==> src/rtl/text_string_renderer.sv <==
// Glyph-string sequencer for the 8x16 font ROM: scans every glyph pixel and
// issues registered, screen-clipped framebuffer plot requests one per clock.
module text_string_renderer #(
    parameter int MAX_CHARS = 8,
    parameter int SCREEN_W  = 160,
    parameter int SCREEN_H  = 120
) (
    input  logic                   clk,
    input  logic                   reset,
    input  logic                   start,
    input  logic [3:0]             num_chars,
    input  logic [4*MAX_CHARS-1:0] text,
    input  logic [7:0]             origin_x,
    input  logic [6:0]             origin_y,
    input  logic [2:0]             fg_colour,
    input  logic [2:0]             bg_colour,
    input  logic                   opaque,
    output logic [3:0]             rom_letter,
    output logic [7:0]             rom_x,
    output logic [6:0]             rom_y,
    input  logic                   rom_pixel,
    output logic                   busy,
    output logic                   plot,
    output logic [7:0]             vga_x,
    output logic [6:0]             vga_y,
    output logic [2:0]             colour,
    output logic                   done
);

    localparam int IDX_W = (MAX_CHARS > 1) ? $clog2(MAX_CHARS) : 1;

    typedef enum logic [1:0] {
        IDLE  = 2'd0,
        DRAW  = 2'd1,
        FLUSH = 2'd2,
        DONE  = 2'd3
    } state_t;

    state_t state;
    state_t state_next;

    logic [IDX_W-1:0]       char_q;
    logic [2:0]             col_q;
    logic [3:0]             row_q;
    logic [3:0]             count_l;
    logic [4*MAX_CHARS-1:0] text_l;
    logic [7:0]             ox_l;
    logic [6:0]             oy_l;
    logic [2:0]             fg_l;
    logic [2:0]             bg_l;
    logic                   opaque_l;

    logic [3:0] num_clamped;
    logic       accept;
    logic       last_pixel;
    logic       in_draw;
    logic [9:0] sx;
    logic [7:0] sy;
    logic       on_screen;

    assign num_clamped = (num_chars > 4'(MAX_CHARS)) ? 4'(MAX_CHARS) : num_chars;
    assign accept      = (state == IDLE) && start && (num_clamped != 4'd0);
    assign in_draw     = (state == DRAW);
    assign last_pixel  = (4'(char_q) == count_l - 4'd1) && (row_q == 4'd15) && (col_q == 3'd7);

    // Screen coordinates are formed wide enough that a right-hand glyph never
    // wraps back onto the left edge; clipping happens on the wide value.
    assign sx        = 10'(ox_l) + 10'({char_q, 3'b000}) + 10'(col_q);
    assign sy        = 8'(oy_l) + 8'(row_q);
    assign on_screen = (sx < 10'(SCREEN_W)) && (sy < 8'(SCREEN_H));

    assign rom_letter = text_l[{char_q, 2'b00} +: 4];
    assign rom_x      = 8'(col_q);
    assign rom_y      = 7'(row_q);

    always_ff @(posedge clk) begin
        if (reset) begin
            state <= IDLE;
        end else begin
            state <= state_next;
        end
    end

    always_comb begin
        state_next = state;
        busy       = 1'b0;
        done       = 1'b0;
        case (state)
            IDLE: begin
                if (start && (num_clamped == 4'd0)) begin
                    state_next = DONE;
                end else if (accept) begin
                    state_next = DRAW;
                end
            end
            DRAW: begin
                busy = 1'b1;
                if (last_pixel) begin
                    state_next = FLUSH;
                end
            end
            FLUSH: begin
                busy       = 1'b1;
                state_next = DONE;
            end
            DONE: begin
                busy       = 1'b1;
                done       = 1'b1;
                state_next = IDLE;
            end
            default: state_next = IDLE;
        endcase
    end

    // Request capture and scan counters: column fastest, then row, then glyph.
    always_ff @(posedge clk) begin
        if (reset) begin
            char_q   <= '0;
            col_q    <= '0;
            row_q    <= '0;
            count_l  <= '0;
            text_l   <= '0;
            ox_l     <= '0;
            oy_l     <= '0;
            fg_l     <= '0;
            bg_l     <= '0;
            opaque_l <= 1'b0;
        end else if (accept) begin
            char_q   <= '0;
            col_q    <= '0;
            row_q    <= '0;
            count_l  <= num_clamped;
            text_l   <= text;
            ox_l     <= origin_x;
            oy_l     <= origin_y;
            fg_l     <= fg_colour;
            bg_l     <= bg_colour;
            opaque_l <= opaque;
        end else if (in_draw && !last_pixel) begin
            col_q <= col_q + 3'd1;
            if (col_q == 3'd7) begin
                row_q <= row_q + 4'd1;
                if (row_q == 4'd15) begin
                    char_q <= char_q + IDX_W'(1);
                end
            end
        end
    end

    // One-stage plot pipeline: the ROM answer for this cycle's address is
    // turned into a write request visible on the next cycle.
    always_ff @(posedge clk) begin
        if (reset) begin
            plot   <= 1'b0;
            vga_x  <= '0;
            vga_y  <= '0;
            colour <= '0;
        end else begin
            plot   <= in_draw && on_screen && (rom_pixel || opaque_l);
            colour <= rom_pixel ? fg_l : bg_l;
            vga_x  <= sx[7:0];
            vga_y  <= sy[6:0];
        end
    end

endmodule

==> config.mk <==
export PLATFORM = sky130hd
export DESIGN_NAME = text_string_renderer
export DESIGN_NICKNAME = d
export VERILOG_FILES = /design/src/rtl/text_string_renderer.sv
export SDC_FILE = /design/constraint.sdc
export NUM_CORES = 1
export LEC_CHECK = 0
export ABC_AREA = 1
export BUFFER_PORTS_ARGS = -buffer_cell sky130_fd_sc_hd__buf_4
export CORE_MARGIN = 8
export CORE_UTILIZATION = 45
export CTS_BUF_LIST = sky130_fd_sc_hd__clkbuf_4 sky130_fd_sc_hd__clkbuf_8
export DETAILED_ROUTE_END_ITERATION = 16
export GPL_ROUTABILITY_DRIVEN = 0
export MAX_ROUTING_LAYER = met4
export PLACE_DENSITY = 0.79
export RECOVER_POWER = 50
export SLEW_MARGIN = 40
export SYNTH_ARGS = -nofsm -noshare
export SYNTH_HDL_FRONTEND = slang
export SYNTH_SLANG_ARGS = --single-unit
==> constraint.sdc <==
create_clock -name clk -period 2.2 [get_ports clk]
set_clock_uncertainty 0.15 [all_clocks]
set_input_delay 0.22 -clock clk [delete_from_list [all_inputs] [get_ports clk]]
set_output_delay 0.22 -clock clk [all_outputs]
set_load 0.01 [all_outputs]
==> results.toml <==
[run_status]
outcome = "completed"

[route]
viasPerCell = 5.05
drt-initial-drc-count = 223
remaining_drc_errors = 0
vias = 4127
post_drt_wl_per_cell_microns = 13.8
drt.antenna.violating_nets = 0
firstDrtPassIters = 4
finalWirelength_mm = 11.3

[layout]
stdcell_area_sq_um = 5520
final_cell_mix = "158 x nor2_1, 87 x dfxtp_1, 83 x o21ai_0"
final_cells = 818
final_common_cell = "nor2_1"
finalNetCount = 787
diodes = 0
area_delta_synth_final_pct = 33.1
drive_gt1_share_pct = 14.4

[setup_path]
worstPathMaxFanout = 18
r2r-start = "col_q[0]"
end_kind = "output port"
critPathLaunchType = "flip-flop"
crit_required_ps = 1830
r2r-end = "plot"
r2r_slack_ps = 220
cp.arrival_ps = 1750
ff2ff_path_depth = 11
critPathKind = "reg -> out"

[global_route]
grtUsageTotal_pct = 18.4
grt_pass1_wl_mm = 18.6
antenna_found_initial = 0
grt_max_degree = 49
grt_pass1_vias = 4110
grt-ovfl-total = 0

[sta]
slew_violations = 0
whs_ps = 16.5
fin_tns_setup_ps = 0
max_freq_mhz = 471
final.period_utilization_pct = 96.5
setup-violations-final = 0
hold_viol = 0
fin_crit_ps = 2120
rsz0062_at_grt = "no"

[floorplanning]
num_io_pins = 102
core_sq_um = 9110
rows = 35
die_width_microns = 112
fp.dieH_microns = 112
die-area_sq_um = 12500
start_util_pct = 45.5

[clock_tree]
cts_tree = "yes"
postCtsSetupRepairBufs = 0
clk_latency_ps = 350
cts_root_buf = "clkbuf_8"
clk_path_buf_depth = 2
cts.sinks = 89
htree_levels = 3
cts_buffers = 9
clk_pin_slew_ps = 90

[synthesis]
syn_avg_cell_area_sq_um = 7.33
syn-cell-area_sq_um = 4150
synthDistinctLibCells = 34
ys_ff_latch = 89
synth_top_area_share_pct = 42.9
syn-instance-count = 566
synth-seq-area-share_pct = 42.9
ys_warn_count = 0
synthTopCellsByArea = "dfxtp_1 43%, nor2_1 14%, o21ai_0 10%"
yosysTopAreaCell = "dfxtp_1"

[power_and_ir_drop]
power_density_nw_per_um2 = 898
total_power_mw = 4.96
peakVddDrop_v = 0.000429
cellLeakagePower_nw = 2.53

[placed_design]
io_buffers = 93
placed_area_sq_um = 4930
place_inst = 754
hpwl_mm = 7.92

[flow_run]
max_cap_viol_count = 0

[hold_path]
worstHoldPathCells = 3
min_from = "fg_colour[2]"
holdPathEnd = "fg_l[2]"
hold_class = "in -> reg"
[Yosys cell counts]
cell type and count:
a22oi_1 1, nor3_2 2, clkbuf_1 16, a211oi_2 1
or2_2 1, fa_1 2, ha_1 20, nand2_2 2
nor2_1 158, nand3_1 23, buf_2 4, xnor2_1 2
nor3_1 1, inv_2 3, nand4_1 4, nand4_2 1
buf_4 9, conb_1 1, buf_6 1, o21ai_0 83
inv_1 39, o21a_1 2, o211a_1 1, nand2_4 2
a31oi_1 5, nand3_2 3, o21bai_1 1, nand2_1 54
clkbuf_2 1, xor2_1 3, a21oi_1 26, dfxtp_1 89
inv_6 1, o22ai_1 4
[repair_timing]
action,CTS,global route
hold endpoints to repair,54,0
endpoints found under the setup margin,0,5
hold buffers,49,0
resized for setup,0,3
[registers in the layout, summed over array words and instances, names as in the netlist]
signal,cells
bg_l,3
oy_l,7
row_q,4
colour,3
ox_l,8
state,2
char_q,3
vga_y,7
count_l,4
opaque_l,1
text_l,32
vga_x,8
plot,1
fg_l,3
col_q,3
[metal layers]
metal	global-route usage [%]	up-vias	wire (microns)
met1	20.2	1906	4940
met3	5.15	16	610
met5	-	-	0
met4	4.32	0	146
li1	-	2089	-
met2	32.4	116	5610
[cell families (layout without fill, tap and decap cells)]
family	Yosys count	after routing	synth area share [%]
flip-flops	89	89	42.9
AND/OR/NAND/NOR	251	251	25.2
XOR/XNOR	5	5	1.06
buffers and inverters	74	208	7.96
AO/OA/AOI/OAI	124	124	15.8
other	1	8	0.0904
adder cells (fa/ha/maj)	22	22	7.00
[stage by stage]
step | setup slack (ps) | utilization [%]
after floorplan | 311 | -
after global placement | 275 | 54.2
final | 76.4 | 60.6
after CTS | 15.9 | 61.9
after global routing | 1.25 | 60.6
after detailed placement | 182 | 54.2
[cell type report]
class	count	area, sq um
fill	811	3590
clock buffer	10	138
tap	111	139
sequential	89	1780
timing repair buffer	150	1150
inverter	43	166
clock inverter	5	80.1
multi-input combinational	410	2060
[report_power, final]
part           switching, mW  total [mW]  internal (mW)
clock                  0.568        1.23          0.662
combinational          0.910        1.52          0.613
sequential             0.215        2.21           1.99
total                   1.69        4.96           3.27
[worst max path at each step]
stage / to / from / cells past startpoint
final: rom_letter[2] / char_q[0] / 7
after global routing: rom_letter[2] / char_q[1] / 6
after CTS: rom_letter[2] / char_q[0] / 6
after detailed placement: plot / col_q[0] / 11
after global placement: plot / col_q[0] / 11
after floorplan: plot / col_q[0] / 11
[worst max-delay path, stage by stage, from the launching register on]
cell,delay (ps)
dfxtp_2,390
buf_12,170
inv_6,120
o21ai_0,90
o22ai_1,150
nor2_1,60
a31oi_1,240
buf_4,180
Power figures use the tool's default switching activity.
